**src/rtl/platform_pkg.sv**
```systemverilog
// Platform-wide constants shared by peripheral blocks.
package platform_pkg;
  // Clock cycles per UART bit at the platform's default clock and baud rate.
  localparam int CLKS_PER_BAUD = 868;
endpackage

```
**src/rtl/sync_fifo.sv**
```systemverilog
// Single-clock FIFO: combinational read of the head entry, registered count.
// push while full and pop while empty are ignored.
module sync_fifo #(
  parameter int WIDTH = 8,
  parameter int DEPTH = 8
) (
  input  logic                     clk_i,
  input  logic                     rstn_i,
  input  logic                     push,
  input  logic [WIDTH-1:0]         din,
  input  logic                     pop,
  output logic [WIDTH-1:0]         dout,
  output logic                     full,
  output logic                     empty,
  output logic [$clog2(DEPTH):0]   count
);
  localparam int AW = $clog2(DEPTH);

  logic [WIDTH-1:0] mem [DEPTH];
  logic [AW-1:0]    wr_ptr, rd_ptr;
  logic             do_push, do_pop;

  assign full    = (count == (AW+1)'(DEPTH));
  assign empty   = (count == '0);
  assign do_push = push && !full;
  assign do_pop  = pop && !empty;
  assign dout    = mem[rd_ptr];

  // Storage array; entries only matter once written, so no reset.
  always_ff @(posedge clk_i) begin
    if (do_push) mem[wr_ptr] <= din;
  end

  // Pointers wrap naturally since DEPTH is a power of two.
  always_ff @(posedge clk_i or negedge rstn_i) begin
    if (!rstn_i) begin
      wr_ptr <= '0;
      rd_ptr <= '0;
      count  <= '0;
    end else begin
      if (do_push) wr_ptr <= wr_ptr + 1'b1;
      if (do_pop)  rd_ptr <= rd_ptr + 1'b1;
      case ({do_push, do_pop})
        2'b10:   count <= count + 1'b1;
        2'b01:   count <= count - 1'b1;
        default: count <= count;
      endcase
    end
  end
endmodule

```
**src/rtl/uart_tx_fifo.sv**
```systemverilog
// 8N1 UART transmitter fed by a byte FIFO. Frames go out back to back
// while the FIFO holds data; the line idles high otherwise.
module uart_tx_fifo
  import platform_pkg::*;
#(
  parameter int CLKS_PER_BAUD = platform_pkg::CLKS_PER_BAUD,
  parameter int FIFO_DEPTH    = 8
) (
  input  logic                          clk_i,
  input  logic                          rstn_i,
  input  logic [7:0]                    data_i,
  input  logic                          valid_i,
  output logic                          ready_o,
  output logic                          uart_tx_o,
  output logic                          busy_o,
  output logic [$clog2(FIFO_DEPTH):0]   fifo_count_o
);
  localparam int CW = (CLKS_PER_BAUD > 2) ? $clog2(CLKS_PER_BAUD) : 1;
  localparam logic [CW-1:0] CNT_TOP = CW'(CLKS_PER_BAUD - 1);

  typedef enum logic [1:0] {IDLE, START, DATA, STOP} state_t;

  state_t        state, state_n;
  logic [CW-1:0] cnt, cnt_n;
  logic [2:0]    bit_idx, bit_idx_n;
  logic [7:0]    sh, sh_n;
  logic          tx_n;
  logic          pop;
  logic          full, empty;
  logic [7:0]    head;

  assign ready_o = !full;
  assign busy_o  = (state != IDLE) || (fifo_count_o != '0);

  sync_fifo #(
    .WIDTH (8),
    .DEPTH (FIFO_DEPTH)
  ) u_fifo (
    .clk_i  (clk_i),
    .rstn_i (rstn_i),
    .push   (valid_i && ready_o),
    .din    (data_i),
    .pop    (pop),
    .dout   (head),
    .full   (full),
    .empty  (empty),
    .count  (fifo_count_o)
  );

  // State and datapath registers; the line output is registered here too.
  always_ff @(posedge clk_i or negedge rstn_i) begin
    if (!rstn_i) begin
      state     <= IDLE;
      cnt       <= '0;
      bit_idx   <= '0;
      sh        <= '0;
      uart_tx_o <= 1'b1;
    end else begin
      state     <= state_n;
      cnt       <= cnt_n;
      bit_idx   <= bit_idx_n;
      sh        <= sh_n;
      uart_tx_o <= tx_n;
    end
  end

  // Next-state logic. The shift register is consumed LSB first: each bit
  // transition drives sh[0] onto the line and shifts right.
  always_comb begin
    state_n   = state;
    cnt_n     = cnt;
    bit_idx_n = bit_idx;
    sh_n      = sh;
    tx_n      = uart_tx_o;
    pop       = 1'b0;
    case (state)
      IDLE: begin
        tx_n = 1'b1;
        if (!empty) begin
          pop     = 1'b1;
          sh_n    = head;
          cnt_n   = CNT_TOP;
          tx_n    = 1'b0;
          state_n = START;
        end
      end
      START: begin
        if (cnt == '0) begin
          cnt_n     = CNT_TOP;
          bit_idx_n = '0;
          tx_n      = sh[0];
          sh_n      = {1'b0, sh[7:1]};
          state_n   = DATA;
        end else begin
          cnt_n = cnt - 1'b1;
        end
      end
      DATA: begin
        if (cnt == '0) begin
          cnt_n = CNT_TOP;
          if (bit_idx == 3'd7) begin
            tx_n    = 1'b1;
            state_n = STOP;
          end else begin
            bit_idx_n = bit_idx + 1'b1;
            tx_n      = sh[0];
            sh_n      = {1'b0, sh[7:1]};
          end
        end else begin
          cnt_n = cnt - 1'b1;
        end
      end
      STOP: begin
        if (cnt == '0) begin
          if (!empty) begin
            // Chain straight into the next frame with no idle gap.
            pop     = 1'b1;
            sh_n    = head;
            cnt_n   = CNT_TOP;
            tx_n    = 1'b0;
            state_n = START;
          end else begin
            tx_n    = 1'b1;
            state_n = IDLE;
          end
        end else begin
          cnt_n = cnt - 1'b1;
        end
      end
      default: state_n = IDLE;
    endcase
  end
endmodule

```
**config.mk**
```make
export PLATFORM = sky130hd
export DESIGN_NAME = uart_tx_fifo
export DESIGN_NICKNAME = d
export VERILOG_FILES = /design/src/rtl/platform_pkg.sv /design/src/rtl/sync_fifo.sv /design/src/rtl/uart_tx_fifo.sv
export SDC_FILE = /design/constraint.sdc
export NUM_CORES = 1
export LEC_CHECK = 0
export CAP_MARGIN = 15
export CORE_ASPECT_RATIO = 0.75
export CORE_MARGIN = 1
export CORE_UTILIZATION = 35
export CTS_CLUSTER_SIZE = 16
export DETAILED_ROUTE_END_ITERATION = 16
export SLEW_MARGIN = 10
export SYNTH_ARGS = -nofsm -noshare
export SYNTH_HDL_FRONTEND = slang
export SYNTH_HIERARCHICAL = 1
export SYNTH_SLANG_ARGS = --single-unit
```
**constraint.sdc**
```tcl
create_clock -name clk_i -period 4.8 [get_ports clk_i]
set_clock_uncertainty 0.15 [all_clocks]
set_input_delay 0.96 -clock clk_i [delete_from_list [all_inputs] [get_ports clk_i]]
set_output_delay 0.96 -clock clk_i [all_outputs]
set_load 0.05 [all_outputs]
```
==> impl_metrics.tcl, run 1 <==
set metrics [dict create \
    post-place-ws_ps 943 \
    synth_area_leaders "edfxtp_1 (41%), dfrtp_1 (18%), mux4_1 (9.0%)" \
    grt_pass1_wl_um 14400 \
    cp_cell_sequence "nor4_1 > nor2_1 > a21boi_0 > o41ai_1 > inv_1 > ha_1 > ha_1 > or4b_2 > o311ai_0 > o211ai_1" \
    worstPathMaxFanout 9 \
    coreArea_mm2 0.0130 \
    cts_tree "built" \
    antenna_cells 0 \
    drc 0 \
    ioPinCount 18 \
    clk_pin_slew_worst_paths_ps 60 \
    via_per_inst 5.34 \
    yosysTopAreaCell "edfxtp_1" \
    root_buffer "clkbuf_16" \
    syn-cell-area_mm2 0.00467 \
    rsz0062_at_grt "false" \
    post_drt_wl_per_cell_um 17.6 \
    p_per_area_mw_per_mm2 406 \
    ir_drop_mv 0.306 \
    synth-seq-cells 98 \
    cts_buffers 9 \
    setup_viol 0 \
    hold_viol_final 0 \
    vias 2725 \
    initial_core_util_pct 35.9 \
    yosysUniqueCellTypes 59 \
    cts_hold_buffers 0 \
    yosys_warnings 6 \
    fin_hold_ws_ps 356 \
    cpPeakStageDelay_ps 920 \
    cts-htree-levels 3 \
    grt_max_degree 35 \
    tightest_slew_ps 1060 \
    drtAntennaViolNets 0 \
    fin_ws_ps 867 \
    relSlewSlack_pct 29.4 \
    die_y_um 102 \
    place_congestion 0.826 \
    synth_common_cells "edfxtp_1 (64), dfrtp_1 (33), mux2_2 (26)" \
    cts_resized 0 \
    fmax_mhz 254 \
    avgSynthCellArea_um2 14.8 \
    antenna_found_initial 0 \
    area_growth_pct 13.0 \
    required_ps 4850 \
    die-area_mm2 0.0138 \
    synth_async_sr_flop_share_pct 34.7 \
    numPortBuffers 17 \
    synth_nets 341 \
    status "finished, final reports clean" \
    layout.nets 360 \
    grt_overflow 0 \
    slowest_stage "nor4_1" \
    drt_iter0_drc 128 \
    slew_violations 0 \
    cap_violations 0 \
    leakagePower_nw 1.94 \
    syn_inst 315 \
    die_x_um 135 \
    cp_common_cell "ha_1" \
    end_kind "flop" \
    crit_path_start_kind "flop" \
    final_layout_size_suffix_gt1_share_pct 15.9 \
    clk_latency_ps 330 \
    dr.pass1.iters 5 \
    dp_hpwl_um 5970 \
    min_path_type "flop to flop" \
    synth-main-ff-cell "edfxtp_1" \
    grt_pass1_vias 2705 \
    ys_seq_area_share_pct 59.4 \
    cts.path.max_buffers 2 \
    finalSetupTns_ps 0 \
    clock_sinks 98 \
    grt_util_all_layers_pct 14.1 \
    path_class "flop to flop" \
    yosysTopAreaCellShare_pct 41.1 \
    period_needed_ps 3930 \
    routed_wirelength_um 8950 \
    yosysMostFrequentCell "edfxtp_1" \
    post-cts-setup-buffers 0 \
    num_rows 36 \
    cp.arrival_ps 3980 \
    fin_crit_sh_pct 81.9 \
    synth-edff-count 64 \
]
-- path summary, 6_finish.rpt --
kind | start | to | slack [ps] | cells past startpoint
setup reg to reg | u_fifo/count[0]$_DFFE_PN0P_ | u_fifo/count[3]$_DFFE_PN0P_ | 870 | 10
min in group asynchronous | rstn_i | cnt[2]$_DFF_PN0_ | 560 | 1
setup / recovery | u_fifo/count[0]$_DFFE_PN0P_ | u_fifo/count[3]$_DFFE_PN0P_ | 870 | 10
max in group asynchronous | rstn_i | u_fifo/rd_ptr[2]$_DFFE_PN0P_ | 3440 | 1
hold reg to reg | sh[3]$_DFFE_PN0P_ | sh[3]$_DFFE_PN0P_ | 360 | 1
hold / removal | sh[3]$_DFFE_PN0P_ | sh[3]$_DFFE_PN0P_ | 360 | 1
-- through the flow --
stage | power (W) | util [%] | cells | area (um^2)
3_3_place_gp | 0.00146 | 38.4 | 494 | 5000
5_1_grt | 0.00224 | 40.6 | 510 | 5280
3_5_place_dp | 0.00148 | 38.4 | 494 | 5000
6_report | 0.00214 | 40.6 | 510 | 5280
2_1_floorplan | 0.00133 | - | 315 | 4670
4_1_cts | 0.00217 | 40.6 | 510 | 5280
-- area by class of cell --
class	count	area (um^2)
fill	1169	7740
sequential	98	2770
multi-input combinational	193	1790
clock buffer	13	240
tap	171	214
timing repair buffer	17	165
inverter	15	56.3
clock inverter	3	40.0
-- cells in the final DEF, fill, tap and decap left out, drive strengths merged, types with 5 or more instances in the layout --
| master | count |
|---|---|
| dfrtp | 33 |
| nor2 | 19 |
| mux4 | 16 |
| nor3b | 5 |
| edfxtp | 64 |
| nand2 | 16 |
| inv | 15 |
| o21ai | 12 |
| mux2 | 26 |
| clkdlybuf4s50 | 16 |
| xnor2 | 6 |
| clkbuf | 13 |
| nand2b | 5 |
| a21oi | 6 |
| ha | 14 |
| nor3 | 10 |
| nand3 | 5 |
-- flip-flops by register name, summed over array words and instances, names as in the netlist --
register,flops
sh,8
cnt,10
u_fifo/mem,64
u_fifo/count,4
u_fifo/wr_ptr,3
u_fifo/rd_ptr,3
state,2
bit_idx,3
uart_tx_o,1
-- report_power, final --
part / switching (W) / total (W) / leakage [nW] / internal [W]
clock network: 0.000277 / 0.000680 / 0.138 / 0.000403
registers: 0.0000751 / 0.00109 / 0.978 / 0.00102
logic: 0.000232 / 0.000368 / 0.823 / 0.000136
-- kinds of logic after synthesis --
group	Yosys count	share of synthesized area [%]
mux	43	15.5
simple gates	76	8.89
xor+xnor	8	1.50
flops	98	59.4
buf+inv	24	2.49
fa+ha+maj	15	4.18
compound gates	51	8.09
-- worst max-delay path, delay by kind of cell, from the launching register on --
kind / cells / cell delay, ps
AOI/OAI and AO/OA: 4 / 590
and+or+nand+nor: 3 / 1710
DFF: 1 / 490
buffers and inverters: 1 / 170
adders and majority gates: 2 / 690
-- metal layers --
metal / wire (um) / global-route usage (%) / up-vias
met1: 4420 / 20.6 / 1377
met5: 0 / 0 / -
met2: 4070 / 21.4 / 65
met3: 402 / 3.37 / 4
li1: - / - / 1279
met4: 58 / 3.03 / 0
No activity file was read; power rests on OpenSTA's default activity.
==> inputs of run 2 (changes only) <==
- clock period: 4.8 -> 3.9 ns (I/O delays scaled with it)
==> impl_metrics.tcl, run 2 (synthesis results as in run 1) <==
set metrics [dict create \
    cts_hold_buffers 0 \
    die-area_mm2 0.0138 \
    hp-start "sh[2]$_DFFE_PN0P_" \
    r2r_start "cnt[6]$_DFF_PN0_" \
    place_congestion 0.866 \
    cap_violations 0 \
    min_path_type "flop to flop" \
    finalSetupTns_ps 0 \
    antenna_found_initial 0 \
    grt_max_degree 35 \
    required_ps 3960 \
    drtAntennaViolNets 0 \
    wl_met1_um 4420 \
    r2r_slack_ps 260 \
    share_seq_of_total_power_pct 49.0 \
    fin_crit_sh_pct 93.3 \
    clock_sinks 98 \
    switching_share_pct 26.8 \
    final_layout_size_suffix_gt1_share_pct 19.0 \
    top_register "u_fifo/mem" \
    p_clk_share_pct 33.6 \
    largest_register_ffs 64 \
    numPortBuffers 17 \
    post-place-ws_ps 281 \
    clk_latency_ps 340 \
    final_common_cell "edfxtp_1" \
    highest_layer "met4" \
    fmax_mhz 275 \
    leakagePower_nw 2.02 \
    clk_pin_slew_worst_paths_ps 60 \
    routed-wl-met3_um 381 \
    fillCellCount 1170 \
    slew_violations 0 \
    drt_iter0_drc 216 \
    fin_ws_ps 262 \
    rsz0062_at_grt "false" \
    combPwrFrac_pct 17.4 \
    dr.pass1.iters 4 \
    netSwitchingPower_w 0.000733 \
    period_needed_ps 3640 \
    cts_buffers 9 \
    via_per_inst 5.23 \
    cts.path.max_buffers 2 \
    whs_path_depth 1 \
    hold_viol_final 0 \
    ir_drop_mv 0.356 \
    cts_tree "built" \
    num_rows 36 \
    path_class "flop to flop" \
    routed_wirelength_um 8920 \
    initial_core_util_pct 35.9 \
    end_kind "flop" \
    holdPathEnd "sh[2]$_DFFE_PN0P_" \
    area_growth_pct 15.6 \
    root_buffer "clkbuf_16" \
    p_per_area_mw_per_mm2 507 \
    layout.nets 373 \
    coreArea_mm2 0.0130 \
    setup_viol 0 \
    rr_endpoint "u_fifo/count[3]$_DFFE_PN0P_" \
    worst-r2r-cell-count 11 \
    post_drt_wl_per_cell_um 17.1 \
    cts_resized 0 \
    worstPathMaxFanout 9 \
    reg_top3 "u_fifo/mem (64), cnt (10), sh (8)" \
    die_y_um 102 \
    crit_path_start_kind "flop" \
    post-cts-setup-buffers 0 \
    tightest_slew_ps 921 \
    vias 2735 \
    status "finished, final reports clean" \
    die_x_um 135 \
    grt_overflow 0 \
    antenna_cells 0 \
    drc 0 \
    grt_pass1_wl_um 14900 \
    ioPinCount 18 \
    met2_length_um 4040 \
    cts-htree-levels 3 \
    grt_util_all_layers_pct 14.6 \
    cp.arrival_ps 3700 \
    dp_hpwl_um 6090 \
    relSlewSlack_pct 38.6 \
    mostFrequentLayoutCells "edfxtp_1 (64), dfrtp_1 (33), mux2_2 (26), nor2_1 (18)" \
    internal_power_w 0.00200 \
    grt_pass1_vias 2746 \
]
-- run 2: cell types whose count changed in the layout (fill, tap and decap cells not counted), moves of 2 or more --
cell      before  now
nor3_2         2    0
nor3_1         7    9
buf_4          0   13
clkbuf_1       4    1
-- run 2: critical path, cell delays in order, from the launching register on --
cell	delay [ps]
dfrtp_1	450
or4_4	590
nor3_4	230
nand2_1	80
a21boi_0	210
o41ai_1	150
inv_1	120
ha_1	310
ha_1	340
or4b_2	640
o311ai_0	120
o211ai_1	120
-- run 2: power groups by stage --
stage / Clock (W) / Combinational [W] / Sequential (W)
floorplan: 0 / 0.000236 / 0.00141
global placement: 0 / 0.000473 / 0.00136
detailed placement: 0 / 0.000483 / 0.00136
CTS: 0.000947 / 0.000485 / 0.00134
global route: 0.000981 / 0.000529 / 0.00136
finish: 0.000920 / 0.000477 / 0.00134
-- run 2: worst max path at each step --
stage	startpoint	endpoint	slack (ps)	depth (start not counted)
final	cnt[6]$_DFF_PN0_	u_fifo/count[3]$_DFFE_PN0P_	260	11
after global routing	cnt[5]$_DFF_PN0_	u_fifo/count[3]$_DFFE_PN0P_	20	11
after global placement	cnt[6]$_DFF_PN0_	u_fifo/count[3]$_DFFE_PN0P_	370	11
after detailed placement	cnt[6]$_DFF_PN0_	u_fifo/count[3]$_DFFE_PN0P_	280	11
after floorplan	u_fifo/count[0]$_DFFE_PN0P_	u_fifo/count[3]$_DFFE_PN0P_	370	10
after CTS	cnt[5]$_DFF_PN0_	u_fifo/count[3]$_DFFE_PN0P_	260	11
-- run 2: per-stage QoR --
step                total power [W]  util, %  hold WS (ps)  cell area (um^2)  std cells
finish                      0.00274     41.5           358              5400        523
global placement            0.00183     39.1           337              5090        507
CTS                         0.00277     41.5           361              5400        523
detailed placement          0.00185     39.1           342              5090        507
global route                0.00287     41.5           387              5400        523
floorplan                   0.00164        -           317              4670        315
-- run 2: cell type report --
cell class,count,area [um^2],share of cell area (%)
flip-flops and latches,98,2770,51.4
clock inverters,6,81.3,1.51
clock buffers,10,229,4.24
repair buffers,30,263,4.87
multi-input cells,193,1780,33.0
inverters,15,56.3,1.04
well taps,171,214,3.96
-- run 2: per-layer routing --
| layer | GRT usage (%) | vias to the layer above |
|---|---|---|
| met5 | 0 | - |
| met4 | 3.11 | 0 |
| met3 | 4.27 | 6 |
| met2 | 21.5 | 41 |
| met1 | 21.1 | 1385 |
| li1 | - | 1303 |
==> inputs of run 3 (changes only) <==
- CAP_MARGIN: 15 -> default
- CORE_UTILIZATION: 35 -> 60
- PLACE_DENSITY: default -> 0.79
==> impl_metrics.tcl, run 3 (synthesis results as in run 1) <==
set metrics [dict create \
    cts_hold_buffers 0 \
    dp_hpwl_um 6070 \
    cts-htree-levels 3 \
    grt_pass1_wl_um 13800 \
    crit_path_start_kind "flop" \
    place_inst 437 \
    largest_register_ffs 64 \
    combPwrFrac_pct 19.3 \
    internal_power_w 0.00169 \
    clk_pin_slew_worst_paths_ps 100 \
    clock_sinks 98 \
    cts_tree "built" \
    coreArea_mm2 0.00743 \
    slew_violations 0 \
    p_per_area_mw_per_mm2 469 \
    post-place-ws_ps 301 \
    rsz0062_at_grt "false" \
    finalSetupTns_ps 0 \
    die-area_mm2 0.00815 \
    place_congestion 1.00 \
    die_x_um 104 \
    reg_top3 "u_fifo/mem (64), cnt (10), sh (8)" \
    grt_max_degree 35 \
    crit_end "u_fifo/count[3]$_DFFE_PN0P_" \
    ioPinCount 18 \
    fmax_mhz 273 \
    die_y_um 78.4 \
    worst-r2r-cell-count 11 \
    r2r_slack_ps 240 \
    final_layout_size_suffix_gt1_share_pct 19.3 \
    switching_share_pct 30.6 \
    mostFrequentLayoutCells "edfxtp_1 (64), dfrtp_1 (33), mux2_2 (26), nor2_1 (18), clkdlybuf4s50_1 (17)" \
    root_buffer "clkbuf_8" \
    share_seq_of_total_power_pct 55.0 \
    final_common_cell "edfxtp_1" \
    area_growth_pct 11.3 \
    post_drt_wl_per_cell_um 19.3 \
    via_per_inst 6.12 \
    grt_pass1_vias 2659 \
    cts_buffers 9 \
    final_cells 453 \
    fin_crit_sh_pct 93.9 \
    ir_drop_mv 0.534 \
    initial_core_util_pct 62.9 \
    netSwitchingPower_w 0.000746 \
    cts_resized 0 \
    leakagePower_nw 1.96 \
    relSlewSlack_pct 37.5 \
    dr.pass1.iters 5 \
    drtAntennaViolNets 0 \
    end_kind "flop" \
    drc 0 \
    layout.nets 373 \
    p_clk_share_pct 25.7 \
    min_path_type "flop to flop" \
    period_needed_ps 3660 \
    status "finished, final reports clean" \
    tightest_slew_ps 937 \
    path_class "flop to flop" \
    grt_util_all_layers_pct 23.3 \
    setup_viol 0 \
    cts.path.max_buffers 2 \
    num_rows 27 \
    worstPathMaxFanout 9 \
    cap_violations 0 \
    antenna_cells 0 \
    finalInstanceArea_mm2 0.00520 \
    routed_wirelength_um 8740 \
    grt_overflow 0 \
    r2r_start "cnt[5]$_DFF_PN0_" \
    post-cts-setup-buffers 0 \
    required_ps 4010 \
    numPortBuffers 17 \
    cp.arrival_ps 3770 \
    rr_endpoint "u_fifo/count[3]$_DFFE_PN0P_" \
    antenna_found_initial 0 \
    vias 2771 \
    place_area_mm2 0.00501 \
    top_register "u_fifo/mem" \
    crit_start "cnt[5]$_DFF_PN0_" \
    fin_ws_ps 237 \
    drt_iter0_drc 194 \
    hold_viol_final 0 \
    clk_latency_ps 370 \
]
==> run 3: through the flow <==
step                hold slack [ps]  util (%)  total power [W]
floorplan                       317         -          0.00164
global placement                335      67.4          0.00182
detailed placement              345      67.4          0.00184
CTS                             367      70.0          0.00246
global route                    383      70.0          0.00254
finish                          363      70.0          0.00244
==> run 3: worst max-delay path, stage by stage (launching register included) <==
cell and delay, ps:
dfrtp_1 440, or4_4 610, nor3_4 230, nand2_1 100, a21boi_0 200, o41ai_1 150
inv_1 120, ha_1 310, ha_1 340, or4b_2 660, o311ai_0 120, o211ai_1 120
==> run 3: worst min-delay path by stage <==
| stage | startpoint | endpoint | slack [ps] | cells after the start |
|---|---|---|---|---|
| 4_1_cts | cnt[9]$_DFF_PN0_ | cnt[9]$_DFF_PN0_ | 370 | 1 |
| 3_3_place_gp | sh[3]$_DFFE_PN0P_ | sh[3]$_DFFE_PN0P_ | 340 | 1 |
| 3_5_place_dp | sh[6]$_DFFE_PN0P_ | sh[6]$_DFFE_PN0P_ | 350 | 1 |
| 2_1_floorplan | cnt[9]$_DFF_PN0_ | cnt[9]$_DFF_PN0_ | 320 | 1 |
| 6_report | sh[1]$_DFFE_PN0P_ | sh[1]$_DFFE_PN0P_ | 360 | 1 |
| 5_1_grt | sh[2]$_DFFE_PN0P_ | sh[2]$_DFFE_PN0P_ | 380 | 1 |
==> run 3: power by group through the flow <==
stage	sequential, W	clock (W)	combinational [W]
4_1_cts	0.00134	0.000644	0.000475
6_report	0.00134	0.000628	0.000470
2_1_floorplan	0.00141	0	0.000236
3_3_place_gp	0.00135	0	0.000463
3_5_place_dp	0.00136	0	0.000474
5_1_grt	0.00136	0.000682	0.000507
==> run 3: layout make-up <==
class,instances,area [um^2]
fill,516,2230
clock buffer,9,124
inverter,15,56.3
multi-input combinational,193,1780
sequential,98,2770
clock inverter,7,70.1
tap,101,126
timing repair buffer,30,268
==> run 3: per-layer routing <==
| layer | routed length, um | vias to the layer above | GRT usage [%] |
|---|---|---|---|
| met1 | 3800 | 1361 | 32.1 |
| met3 | 635 | 16 | 6.23 |
| met5 | 0 | - | 0 |
| li1 | - | 1298 | - |
| met4 | 151 | 0 | 8.57 |
| met2 | 4150 | 96 | 36.1 |
